--- config.mk ---
export PLATFORM = sky130hd
export DESIGN_NAME = eth_tx_scheduler
export DESIGN_NICKNAME = d
export VERILOG_FILES = /design/src/rtl/eth_tx_scheduler.sv
export SDC_FILE = /design/constraint.sdc
export NUM_CORES = 1
export LEC_CHECK = 0
export ABC_AREA = 1
export CAP_MARGIN = 10
export CORE_MARGIN = 10
export CORE_UTILIZATION = 51
export DETAILED_ROUTE_END_ITERATION = 7
export GPL_TIMING_DRIVEN = 0
export PLACE_DENSITY_LB_ADDON = 0.05
export SLEW_MARGIN = 20
export SYNTH_ARGS = -nofsm -noshare
export SYNTH_HDL_FRONTEND = slang
export SYNTH_SLANG_ARGS = --single-unit
--- constraint.sdc ---
create_clock -name eth_clk -period 2.1 [get_ports eth_clk]
set_input_delay 0.315 -clock eth_clk [delete_from_list [all_inputs] [get_ports eth_clk]]
set_output_delay 0.315 -clock eth_clk [all_outputs]
set_load 0.005 [all_outputs]
--- src/rtl/eth_tx_scheduler.sv ---
// Ethernet transmit sequencer: snapshots game state, arbitrates reset
// announcements, launches packets, enforces inter-frame gap and timeout.
// Optional statistics counters are built when TX_STATS_EN is defined.
module eth_tx_scheduler #(
  parameter int IFG_CYCLES     = 48,
  parameter int RST_REPEAT     = 4,
  parameter int TIMEOUT_CYCLES = 4096
) (
  input  logic        eth_clk,
  input  logic        eth_rstn,
  input  logic        frame_tick,
  input  logic [33:0] state_in,
  input  logic        rst_req,
  input  logic        tx_busy,
  input  logic        tx_done,
  output logic        tx_start,
  output logic [43:0] tx_payload,
  output logic        rst_pending,
  output logic        tx_timeout
`ifdef TX_STATS_EN
  ,
  output logic [15:0] pkt_count,
  output logic [15:0] drop_count
`endif
);

  localparam int CMAX = (TIMEOUT_CYCLES > IFG_CYCLES)
                        ? TIMEOUT_CYCLES : IFG_CYCLES;
  localparam int CW = $clog2(CMAX);
  localparam int RW = $clog2(RST_REPEAT + 1);

  typedef enum logic [1:0] {
    IDLE,
    WAIT_DONE,
    GAP
  } st_e;

  st_e         state_q, state_d;
  logic [CW-1:0] cnt_q, cnt_d;
  logic [RW-1:0] rst_cnt_q, rst_cnt_d;
  logic [2:0]  seq_q, seq_d;
  logic [33:0] shadow_q, shadow_d;
  logic        pend_q, pend_d;
  logic        is_rst_q, is_rst_d;
  logic        start_q, start_d;
  logic [43:0] payload_q, payload_d;
  logic        timeout_q, timeout_d;
  logic        launch_state;
  logic        done_ok;
  logic        tmo;
  logic        rst_pick;

  function automatic logic [43:0] build(
    input logic [33:0] s,
    input logic        r,
    input logic [2:0]  q
  );
    return {s[33:23], 1'b0, s[22:12], 1'b0,
            s[11:3], 3'b000, s[2:0], 1'b0, r, q};
  endfunction

  // Next-state logic: arbitration, launch, done/timeout, gap, snapshot
  always_comb begin
    state_d      = state_q;
    cnt_d        = cnt_q;
    rst_cnt_d    = rst_cnt_q;
    seq_d        = seq_q;
    shadow_d     = shadow_q;
    pend_d       = pend_q;
    is_rst_d     = is_rst_q;
    start_d      = 1'b0;
    payload_d    = payload_q;
    launch_state = 1'b0;
    done_ok      = 1'b0;
    tmo          = 1'b0;
    rst_pick     = (rst_cnt_q != '0);
    unique case (state_q)
      IDLE: begin
        if (!tx_busy && (rst_pick || pend_q)) begin
          start_d      = 1'b1;
          is_rst_d     = rst_pick;
          payload_d    = build(shadow_q, rst_pick, seq_q);
          seq_d        = seq_q + 3'd1;
          cnt_d        = '0;
          state_d      = WAIT_DONE;
          launch_state = !rst_pick;
        end
      end
      WAIT_DONE: begin
        if (tx_done) begin
          done_ok = 1'b1;
          cnt_d   = '0;
          state_d = GAP;
        end else if (cnt_q == CW'(TIMEOUT_CYCLES - 1)) begin
          tmo     = 1'b1;
          cnt_d   = '0;
          state_d = GAP;
        end else begin
          cnt_d = cnt_q + 1'b1;
        end
      end
      GAP: begin
        if (cnt_q == CW'(IFG_CYCLES - 1)) begin
          cnt_d   = '0;
          state_d = IDLE;
        end else begin
          cnt_d = cnt_q + 1'b1;
        end
      end
      default: state_d = IDLE;
    endcase
    // A tick in the launch cycle re-arms pend after the clear
    if (launch_state) pend_d = 1'b0;
    if (frame_tick) begin
      shadow_d = state_in;
      pend_d   = 1'b1;
    end
    if (done_ok && is_rst_q && rst_pick)
      rst_cnt_d = rst_cnt_q - 1'b1;
    if (rst_req) rst_cnt_d = RW'(RST_REPEAT);
    timeout_d = timeout_q | tmo;
  end

  // State and datapath registers
  always_ff @(posedge eth_clk or negedge eth_rstn) begin
    if (!eth_rstn) begin
      state_q   <= IDLE;
      cnt_q     <= '0;
      rst_cnt_q <= '0;
      seq_q     <= '0;
      shadow_q  <= '0;
      pend_q    <= 1'b0;
      is_rst_q  <= 1'b0;
      start_q   <= 1'b0;
      payload_q <= '0;
      timeout_q <= 1'b0;
    end else begin
      state_q   <= state_d;
      cnt_q     <= cnt_d;
      rst_cnt_q <= rst_cnt_d;
      seq_q     <= seq_d;
      shadow_q  <= shadow_d;
      pend_q    <= pend_d;
      is_rst_q  <= is_rst_d;
      start_q   <= start_d;
      payload_q <= payload_d;
      timeout_q <= timeout_d;
    end
  end

  assign tx_start    = start_q;
  assign tx_payload  = payload_q;
  assign rst_pending = (rst_cnt_q != '0);
  assign tx_timeout  = timeout_q;

`ifdef TX_STATS_EN
  logic [15:0] pkt_q, pkt_d;
  logic [15:0] drop_q, drop_d;
  logic        drop;
  logic [16:0] dsum;

  // Saturating packet and drop counters
  always_comb begin
    drop  = frame_tick && pend_q && !launch_state;
    pkt_d = pkt_q;
    if (done_ok && pkt_q != 16'hFFFF) pkt_d = pkt_q + 16'd1;
    dsum  = {1'b0, drop_q} + {16'd0, drop} + {16'd0, tmo};
    drop_d = dsum[16] ? 16'hFFFF : dsum[15:0];
  end

  // Statistics registers
  always_ff @(posedge eth_clk or negedge eth_rstn) begin
    if (!eth_rstn) begin
      pkt_q  <= '0;
      drop_q <= '0;
    end else begin
      pkt_q  <= pkt_d;
      drop_q <= drop_d;
    end
  end

  assign pkt_count  = pkt_q;
  assign drop_count = drop_q;
`endif

endmodule

=== Yosys cells after proc, flatten, opt, wreduce, memory -nomap -nowiden ===
Cells that the tools add are included.

* Register bits: 96
* Latch bits: 0
* Memory bits (writable): 0
* Bits in read-only memories: 0
* Output and inout bits: 47
* Logic and storage cells: 58
* Memories kept: 0

* $add $sub $neg: 3
* Multiply operators: 0
* Div/mod/pow operators: 0
* Magnitude comparators: 0
* Equal/unequal tests: 7
* Shift operators: 0
* Mux-type cells: 23
* Bitwise operators: 1
* Reduce and logical (&&, ||, !) cells: 14

{| class="wikitable"
|+ Operators by type and width
! operator !! number
|-
| 12-bit two-way mux || 4
|-
| 12-bit one-hot mux with 3 select lines || 1
|-
| 12-bit by 1-bit adder with 12-bit output, second input constant || 1
|-
| 12-bit equality test, second input constant || 1
|-
| 12-bit by 6-bit equality test with 1-bit output, second input constant || 1
|-
| 1-bit two-way mux || 11
|-
| 2-bit two-way mux || 4
|-
| 3-bit two-way mux || 2
|-
| 2-bit one-hot mux with 3 select lines || 1
|-
| 3-bit nonzero test || 2
|-
| 2-bit != test, second input constant || 2
|-
| 2-bit AND reduction || 2
|-
| 2-bit nonzero test || 2
|-
| 3-bit by 1-bit adder with 3-bit output, second input constant || 1
|-
| 1-bit logical AND || 3
|-
| 3-bit != test, second input constant || 1
|-
| 3-bit AND reduction || 1
|-
| 3-bit by 1-bit subtractor with 3-bit output, second input constant || 1
|-
| 2-bit by 1-bit equality test with 1-bit output, second input constant || 1
|-
| 2-bit equality test, second input constant || 1
|-
| 1-bit zero test || 2
|-
| 2-bit zero test || 1
|-
| 1-bit logical OR || 1
|-
| 1-bit bitwise OR || 1
|}

=== Logic depth before layout (Yosys ltp) ===
Gate-level depths: netlist of the first run.

* Word-level depth: 7
* Gate-level depth with buffers: 10
* Depth with buffers taken out: 10

=== Least setup slack after synthesis of the first run ===
No wires, ideal clock.

* Kind: register to register
* Start: reg state_q[0]
* End: reg cnt_q[9]
* Setup time: 122 ps
* Arrival: 1370 ps
* Setup slack: 608 ps
* Cell stages (with the launch flop): 9
* Buffers on the path: 1
* Path through: dfrtp_1 inv_1 ha_1 nand2_1 nand2_4 buf_6 inv_1 nor3_1 nor2_1

* Cells in the longest elaborated chain, start to end: 3
* Elaborated cells on any way between the ends: 7

{| class="wikitable"
|+ Ends and longest elaborated chain
! item !! RTL line !! source
|-
| from (decl) || 38 || <nowiki>st_e state_q, state_d;</nowiki>
|-
| from (signal assigned) || 138 || <nowiki>state_q <= state_d;</nowiki>
|-
| 2-bit equality test, or another cell as far along || 77 || <nowiki>unique case (state_q)</nowiki>
|-
| 3-bit nonzero test (no line) / 2-bit != test (equally long branches) || - ||
|-
| 2-bit AND reduction (no line) || - ||
|-
| to (signal assigned) || 139 || <nowiki>cnt_q <= cnt_d;</nowiki>
|-
| to (decl) || 39 || <nowiki>logic [CW-1:0] cnt_q, cnt_d;</nowiki>
|}

Several ways; a longest one is shown, not always the timed one.
A chain may end at the register's enable or synchronous reset.

=== Worst setup path in the final report of the first run ===
* Start: reg rst_cnt_q[1]
* End: out rst_pending

* Cells in the longest elaborated chain, start to end: 1

{| class="wikitable"
|+ Ends and longest elaborated chain
! item !! RTL line !! source
|-
| from (decl) || 40 || <nowiki>logic [RW-1:0] rst_cnt_q, rst_cnt_d;</nowiki>
|-
| from (signal assigned) || 140 || <nowiki>rst_cnt_q <= rst_cnt_d;</nowiki>
|-
| 3-bit nonzero test || 153 || <nowiki>assign rst_pending = (rst_cnt_q != '0);</nowiki>
|-
| to (decl) || 18 || <nowiki>output logic rst_pending,</nowiki>
|}

Every way passes these cells.

==> impl_summary.txt, run 1 <==
----------------------------------------------------
[Worst setup path]
  Arrival time at the worst endpoint ... 1710 ps
  Number of cells on the worst reg-to-reg path ... 9
  CP Data Required Time ... about 1800 ps
  Critical Path, Cell by Cell ... inv_1 -> ha_4 -> inv_1 -> nor2_2 -> inv_2 -> clkdlybuf4s50_1
  Type of element launching the critical path ... register
  Dominant cell type by count on the critical path ... inv_1
  Type of the worst setup path ... reg -> out
  Biggest cell delay along the critical path ... between 400 and 500 ps
  Critical-path top delay cell ... clkdlybuf4s50_1
  Biggest fanout along the worst timing path ... 3
  Setup crit end kind ... output pin

[Layout]
  Count of filler cells inserted in the layout ... between 600 and 700
  Share of cells above drive strength 1 ... 9.431%
  Number of diodes added for antenna fixing ... 0
  Synthesis-to-finish area growth ... 28.52%
  Final design utilization ... a little under 70%
  Final nets ... approximately 600

[Synth]
  Basic-gate share of the synthesized area counting and, or, nand and nor cells ... 18.41%
  Share of synthesized area spent on multiplexers ... 0%
  Synthesized flop and latch total ... 95
  Synth Flop Type ... dfrtp_1
  Post-synthesis share of cell area spent on full adders, half adders and majority gates ... around 2.1%
  Largest family of logic cells by synthesized area ... simple AND/OR/NAND/NOR gates
  Sequential element share of the synthesized area ... a little under three fifths
  Post-synth EDFFs ... 0
  Library cells used by synthesis ... 33
  Cell count after synthesis ... 460
  Complex-gate fraction of the synthesized area ... between 10% and 20%
  Post-synth design cell area ... approximately 4100 µm²
  Mean Syn Cell Area ... ~9.0 µm²
  Share of flip-flops with an asynchronous set or reset ... 100.0%
  Synth Warn # ... 0
  XOR/XNOR Fraction of Synth Area ... less than 1%

[Route]
  DR WL/cell ... 14.95 µm
  Aggregate routed wire length ... a little under 10000 µm
  Number of remaining DRC errors ... 0
  Antenna viol nets, final ... 0
  Via density ... between 4 and 5
  Detailed Routing Iterations Pass 1 ... 4
  Initial detailed-routing violation count ... ~110
  Count of vias placed by the detailed router ... between 3000 and 4000

[Timing]
  Slew Limit Fails ... 0
  Final setup skew ... 12.67 ps
  Time the final worst path needs with I/O delays and setup ... 2022 ps
  Maximum clock frequency ... slightly below 0.5 GHz
  Final-report hold violation count ... 0
  Fraction of the cycle the final worst path needs ... between 90% and 100%
  Unrepaired setup endpoints after global routing ... false
  Final setup violation count ... 0
  Setup TNS after final layout ... 0 ps
  Final Hold Slack ... 330.1 ps

[Floorplanning]
  Effective utilization at floorplan ... 53.11%
  DIE WIDTH ... ~110 µm
  Area of the die ... roughly 12000 µm²
  Core ar. ... 7807 µm²
  I/O Pins ... 87
  Overall die height ... 110.2 µm
  Number of cell rows ... 32

[Clocking]
  Clock latency reported for the late side of the worst-skew pair ... 360 ps
  Longest Clk Path Bufs ... 2
  Clock Pin Slew Worst Setup and Hold Paths ... approximately 90 ps
  H-tree depth ... 3
  CTS tree ... yes
  CTS Root Cell ... clkbuf_8
  Cts bufs inserted ... 9
  Sink count of the clock tree ... between 90 and 100
  Buffer count from post-CTS setup fixing ... 0

[Outcome]
  Outcome ... completed

[GRT]
  Number of antenna violations at the first check in global routing ... 0
  Overflow left after global routing ... 0
  GRT Resource Usage Total ... between 10% and 20%
  Number of global-route vias before repair ... 3427
  Wire length of the first global-routing pass ... 16610 µm
  Largest net degree at the start of global routing ... 84

[Placed design]
  Port Buf Inserts ... just under 80
  Final GP Congestion ... ~0.86
  Detailed-placement wirelength estimate ... 7290 µm

[Pwr]
  Worst IR drop on VDD ... 0.4741 mV
  Final Total Pwr ... slightly above 0.006 W
  Power per unit of standard cell area ... around 1100 nW/µm²
  Total leakage power ... 2.589 nW

[Job]
  Max-cap violation count ... 0

[Hold path]
  Hold crit path type ... in -> async

----------------------------------------------------
-- worst max-delay path: cells and delay by family (launching register included) --
kind	cells	cell delay, ps
fa+ha+maj	1	160
simple gates	1	100
flops	1	400
buf+inv	4	700
-- timing repair --
action                                  in CTS  in global routing
hold buffers                                 1                  0
endpoints found under the hold margin       12                  0
resized for setup                            0                  4
endpoints found under the setup margin       0                  1
-- path summary, 6_finish.rpt --
kind	from	endpoint	slack, ps
setup / recovery	rst_cnt_q[1]	rst_pending	80
min in group eth_clk	rst_cnt_q[0]	rst_cnt_q[0]	460
max in group asynchronous	eth_rstn	cnt_q[1]	1160
hold / removal	eth_rstn	cnt_q[9]	330
setup reg to reg	state_q[1]	cnt_q[11]	430
hold reg to reg	rst_cnt_q[0]	rst_cnt_q[0]	460
-- power breakdown --
part	total [W]	leakage [nW]	internal, W	switching [W]
registers	0.00257	1.19	0.00230	0.000274
logic	0.00230	1.31	0.00113	0.00117
clock network	0.00116	0.0882	0.000502	0.000657
total	0.00603	2.59	0.00393	0.00210
-- flip-flops by register name (all words and copies together), names as in the netlist --
| signal | count |
|---|---|
| rst_cnt_q | 3 |
| state_q | 2 |
| cnt_q | 12 |
| shadow_q | 34 |
| tx_payload | 38 |
| pend_q | 1 |
| tx_start | 1 |
| tx_timeout | 1 |
| seq_q | 3 |
-- area by class of cell --
class                   count  area (µm²)  share of cell area [%]
repair buffers             81       829.5                   15.57
multi-input cells         271        1381                   25.92
flip-flops and latches     95        2377                   44.61
clock buffers              11       151.4                   2.841
plain buffers              25       142.6                   2.677
clock inverters             5       40.04                  0.7514
well taps                 102       127.6                   2.395
inverters                  74       279.0                   5.236
-- synth_stat cells, types with 4 or more instances --
library cell,number,area (µm²)
buf_4,8,60.06
clkbuf_1,11,41.29
dfrtp_1,95,2377
ha_1,7,87.58
inv_1,72,270.3
nand2_1,112,420.4
nand2_4,5,56.30
nand3_1,7,35.03
nand3_2,4,40.04
nand4_1,10,62.56
nor2_1,20,75.07
o21ai_0,75,375.4
o21ai_1,4,20.02
-- metrics by stage --
step           worst slack [ps]  area [µm²]  instances
2_1_floorplan             608.1        4165        465
3_3_place_gp              -2758        5084        646
3_5_place_dp              359.8        5112        647
4_1_cts                   22.06        5314        664
5_1_grt                   8.070        5329        664
6_report                  78.26        5329        664
-- cells in the final DEF (no fill, tap or decap), types with 3 or more instances in the layout --
| cell | netlist | layout |
|---|---|---|
| clkdlybuf4s50_1 | 0 | 78 |
| nor2_1 | 20 | 19 |
| nand2_4 | 5 | 5 |
| ha_1 | 7 | 6 |
| buf_2 | 3 | 3 |
| a21oi_1 | 3 | 3 |
| buf_4 | 8 | 8 |
| conb_1 | 1 | 6 |
| nand3_2 | 4 | 4 |
| clkbuf_8 | 0 | 11 |
| nand3_1 | 7 | 7 |
| inv_1 | 72 | 71 |
| nand2_1 | 112 | 112 |
| o21ai_0 | 75 | 75 |
| nand4_1 | 10 | 10 |
| xor2_1 | 3 | 3 |
| nand2_2 | 3 | 3 |
| dfrtp_1 | 95 | 95 |
| buf_6 | 2 | 3 |
| clkbuf_1 | 11 | 11 |
| o21ai_1 | 4 | 4 |
| clkinvlp_4 | 0 | 3 |
-- metal layers --
metal  GRT usage, %  up-vias  share of wire [%]
met1          21.74     1575                 44
li1               -     1615                  -
met5              0        -                  0
met3          4.585       15                5.7
met4          6.514        0                1.5
met2          28.28       70                 49
-- kinds of logic (layout without fill, tap and decap cells) --
family	after synthesis	in the layout
other cells	1	6
xor+xnor	3	3
fa+ha+maj	7	7
flops	95	95
compound gates	89	89
buf+inv	99	196
simple gates	166	166
(Power assumes the default switching activity.)
==> run 2, diff against run 1 <==
--- a/config.mk
+++ b/config.mk
@@ -9,6 +9,7 @@
 export CAP_MARGIN = 10
 export CORE_MARGIN = 10
 export CORE_UTILIZATION = 51
+export CTS_BUF_LIST = sky130_fd_sc_hd__clkbuf_16
 export DETAILED_ROUTE_END_ITERATION = 7
 export GPL_TIMING_DRIVEN = 0
 export PLACE_DENSITY_LB_ADDON = 0.05
==> run 2 against run 1 <==
Compared with the run above:
- fmax increased by 2.0%
- worst setup slack improved by 39 ps
- count of clock-buffer cells in the layout decreased by 2
- utilization increased by 0.91 points
- critical path type unchanged
==> impl_summary.txt, run 2 (synthesis results as in run 1) <==
----------------------------------------------------
[Timing]
  Final Worst Setup Slack ... 117.7 ps (was 78.26 ps)
  Unrepaired setup endpoints after global routing ... false (unchanged)
  Time the final worst path needs with I/O delays and setup ... 1982 ps (was 2022 ps)
  Final setup skew ... 7.100 ps (was 12.67 ps)
  Final Hold Slack ... 367.6 ps (was 330.1 ps)
  Final setup violation count ... 0 (unchanged)
  Final-report hold violation count ... 0 (unchanged)
  Fraction of the cycle the final worst path needs ... 94.40% (was 96.27%)
  Slew Limit Fails ... 0 (unchanged)
  Maximum clock frequency ... 0.5045 GHz (was 0.4946 GHz)

[Pwr]
  Combinational group share of total power ... 35.9% (was 38.2%)
  Net switching fraction of the power ... 33.47% (was 34.88%)
  P_int ... 0.004224 W (was 0.003929 W)
  Clock group share of total power ... 23.5% (was 19.2%)
  Seq pwr share ... 40.6% (was 42.6%)
  Worst IR drop on VDD ... 0.5184 mV (was 0.4741 mV)
  Power per unit of standard cell area ... 1176 nW/µm² (was 1132 nW/µm²)
  Total leakage power ... 2.622 nW (was 2.589 nW)
  Final Total Pwr ... 0.006349 W (was 0.006034 W)
  Sw Pwr ... 0.002125 W (was 0.002104 W)

[Placed design]
  Port Buf Inserts ... 79 (unchanged)
  Placed Area ... 5112 µm² (unchanged)
  Post-Place Worst Slack ... 359.8 ps (unchanged)
  Detailed-placement wirelength estimate ... 7290 µm (unchanged)
  Final GP Congestion ... 0.8581 (unchanged)

[Route]
  Number of remaining DRC errors ... 0 (unchanged)
  Detailed Routing Iterations Pass 1 ... 4 (unchanged)
  Count of vias placed by the detailed router ... 3279 (was 3275)
  Via density ... 4.938 (was 4.932)
  Antenna viol nets, final ... 0 (unchanged)
  Aggregate routed wire length ... 9816 µm (was 9925 µm)
  DR WL/cell ... 14.78 µm (was 14.95 µm)
  Initial detailed-routing violation count ... 121 (was 109)

[Clocking]
  Sink count of the clock tree ... 95 (unchanged)
  Longest Clk Path Bufs ... 2 (unchanged)
  CTS tree ... yes (unchanged)
  CTS Root Cell ... clkbuf_16 (was clkbuf_8)
  Cts bufs inserted ... 9 (unchanged)
  Clock Pin Slew Worst Setup and Hold Paths ... 70 ps (was 90 ps)
  Clock latency reported for the late side of the worst-skew pair ... 330 ps (was 360 ps)
  H-tree depth ... 3 (unchanged)

[Floorplanning]
  Overall die height ... 110.2 µm (unchanged)
  Core ar. ... 7807 µm² (unchanged)
  Area of the die ... 12140 µm² (unchanged)
  Effective utilization at floorplan ... 53.11% (unchanged)
  Number of cell rows ... 32 (unchanged)
  DIE WIDTH ... 110.2 µm (unchanged)
  I/O Pins ... 87 (unchanged)

[Layout]
  Commonest non-fill, non-tap cells in the layout ... 112 x nand2_1, 95 x dfrtp_1, 78 x clkdlybuf4s50_1 (unchanged)
  Final design utilization ... 69.17% (was 68.25%)
  Count of filler cells inserted in the layout ... 666 (was 683)
  Synthesis-to-finish area growth ... 30.24% (was 28.52%)
  Final nets ... 604 (unchanged)
  Post-route cell area ... 5400 µm² (was 5329 µm²)
  Multi-input logic area ... 1371 µm² (was 1381 µm²)
  Number of diodes added for antenna fixing ... 0 (unchanged)
  Commonest non-fill, non-tap cell in the layout ... nand2_1 (unchanged)
  Share of cells above drive strength 1 ... 9.075% (was 9.431%)
  Area of all sequential standard cells ... 2377 µm² (unchanged)
  Number of flip-flops in the largest register ... 38 (unchanged)

[Worst setup path]
  CP Data Required Time ... 1780 ps (about the same)
  Terminus of the critical flop-to-flop path ... cnt_q[9] (was cnt_q[11])
  Setup crit end kind ... output pin (unchanged)
  Type of element launching the critical path ... register (unchanged)
  Number of cells on the worst reg-to-reg path ... 8 (was 9)
  Biggest fanout along the worst timing path ... 3 (unchanged)
  Type of the worst setup path ... reg -> out (unchanged)
  Arrival time at the worst endpoint ... 1670 ps (was 1710 ps)
  FF-to-FF Start ... state_q[1] (unchanged)
  Worst reg-to-reg setup slack ... 460 ps (was 430 ps)

[Job]
  Max-cap violation count ... 0 (unchanged)

[GRT]
  Wire length of the first global-routing pass ... 16540 µm (was 16610 µm)
  Largest net degree at the start of global routing ... 84 (unchanged)
  Number of antenna violations at the first check in global routing ... 0 (unchanged)
  GRT Resource Usage Total ... 17.25% (was 17.35%)
  Overflow left after global routing ... 0 (unchanged)
  Number of global-route vias before repair ... 3422 (was 3427)

[Outcome]
  Outcome ... completed (unchanged)

[Hold path]
  Hold crit path type ... in -> async (unchanged)

----------------------------------------------------
run 2: cell types whose count changed in the layout (fill, tap and decap cells not counted):
cell       delta
ha_2          +1
ha_4          -1
clkbuf_8     -11
clkinv_1      +2
clkbuf_16     +9
run 2: worst max path at each step:
stage | start | to | slack [ps] | depth (start not counted)
after global placement | eth_rstn | shadow_q[22] | -2760 | 1
after global routing | rst_cnt_q[0] | rst_pending | 20 | 6
after detailed placement | tx_busy | tx_payload[5] | 360 | 5
after floorplan | state_q[0] | cnt_q[9] | 610 | 8
final | rst_cnt_q[0] | rst_pending | 120 | 6
after CTS | rst_cnt_q[0] | rst_pending | 60 | 6
run 2: area by class of cell:
cell class	instances	area share [%]
Buffer	25	2.641
Clock buffer	9	4.171
Clock inverter	7	0.8804
Inverter	74	5.167
Multi-Input combinational cell	271	25.39
Sequential cell	95	44.02
Tap cell	102	2.363
Timing Repair Buffer	81	15.36
run 2: worst max-delay path, stage by stage, from the launching register on:
cell and delay, ps:
dfrtp_1 380, inv_1 90, ha_2 190, inv_1 50, nor2_2 100, inv_2 70
clkdlybuf4s50_1 450
run 2: layer usage:
| metal | track usage (%) | wire, µm |
|---|---|---|
| met1 | 21.99 | 4387 |
| met2 | 27.90 | 4786 |
| met3 | 4.411 | 531 |
| met4 | 6.239 | 110 |
| met5 | 0 | 0 |
run 2: stage by stage:
stage | std cells | setup TNS, ps
2_1_floorplan | 465 | 0
4_1_cts | 664 | 0
6_report | 664 | 0
5_1_grt | 664 | 0
3_3_place_gp | 646 | -261210
3_5_place_dp | 647 | 0
run 2: timing repair:
action,4_1_cts,5_1_grt
resized for setup,0,3
hold endpoints to repair,12,0
setup buffers,0,0
hold buffers,1,0
endpoints found under the setup margin,0,1
run 2: power by group through the flow:
stage               Clock, W  Sequential, W  Combinational (W)
global placement           0        0.00258            0.00225
detailed placement         0        0.00260            0.00231
floorplan                  0        0.00258            0.00113
finish               0.00149        0.00258            0.00228
CTS                  0.00152        0.00258            0.00232
global route         0.00158        0.00263            0.00258
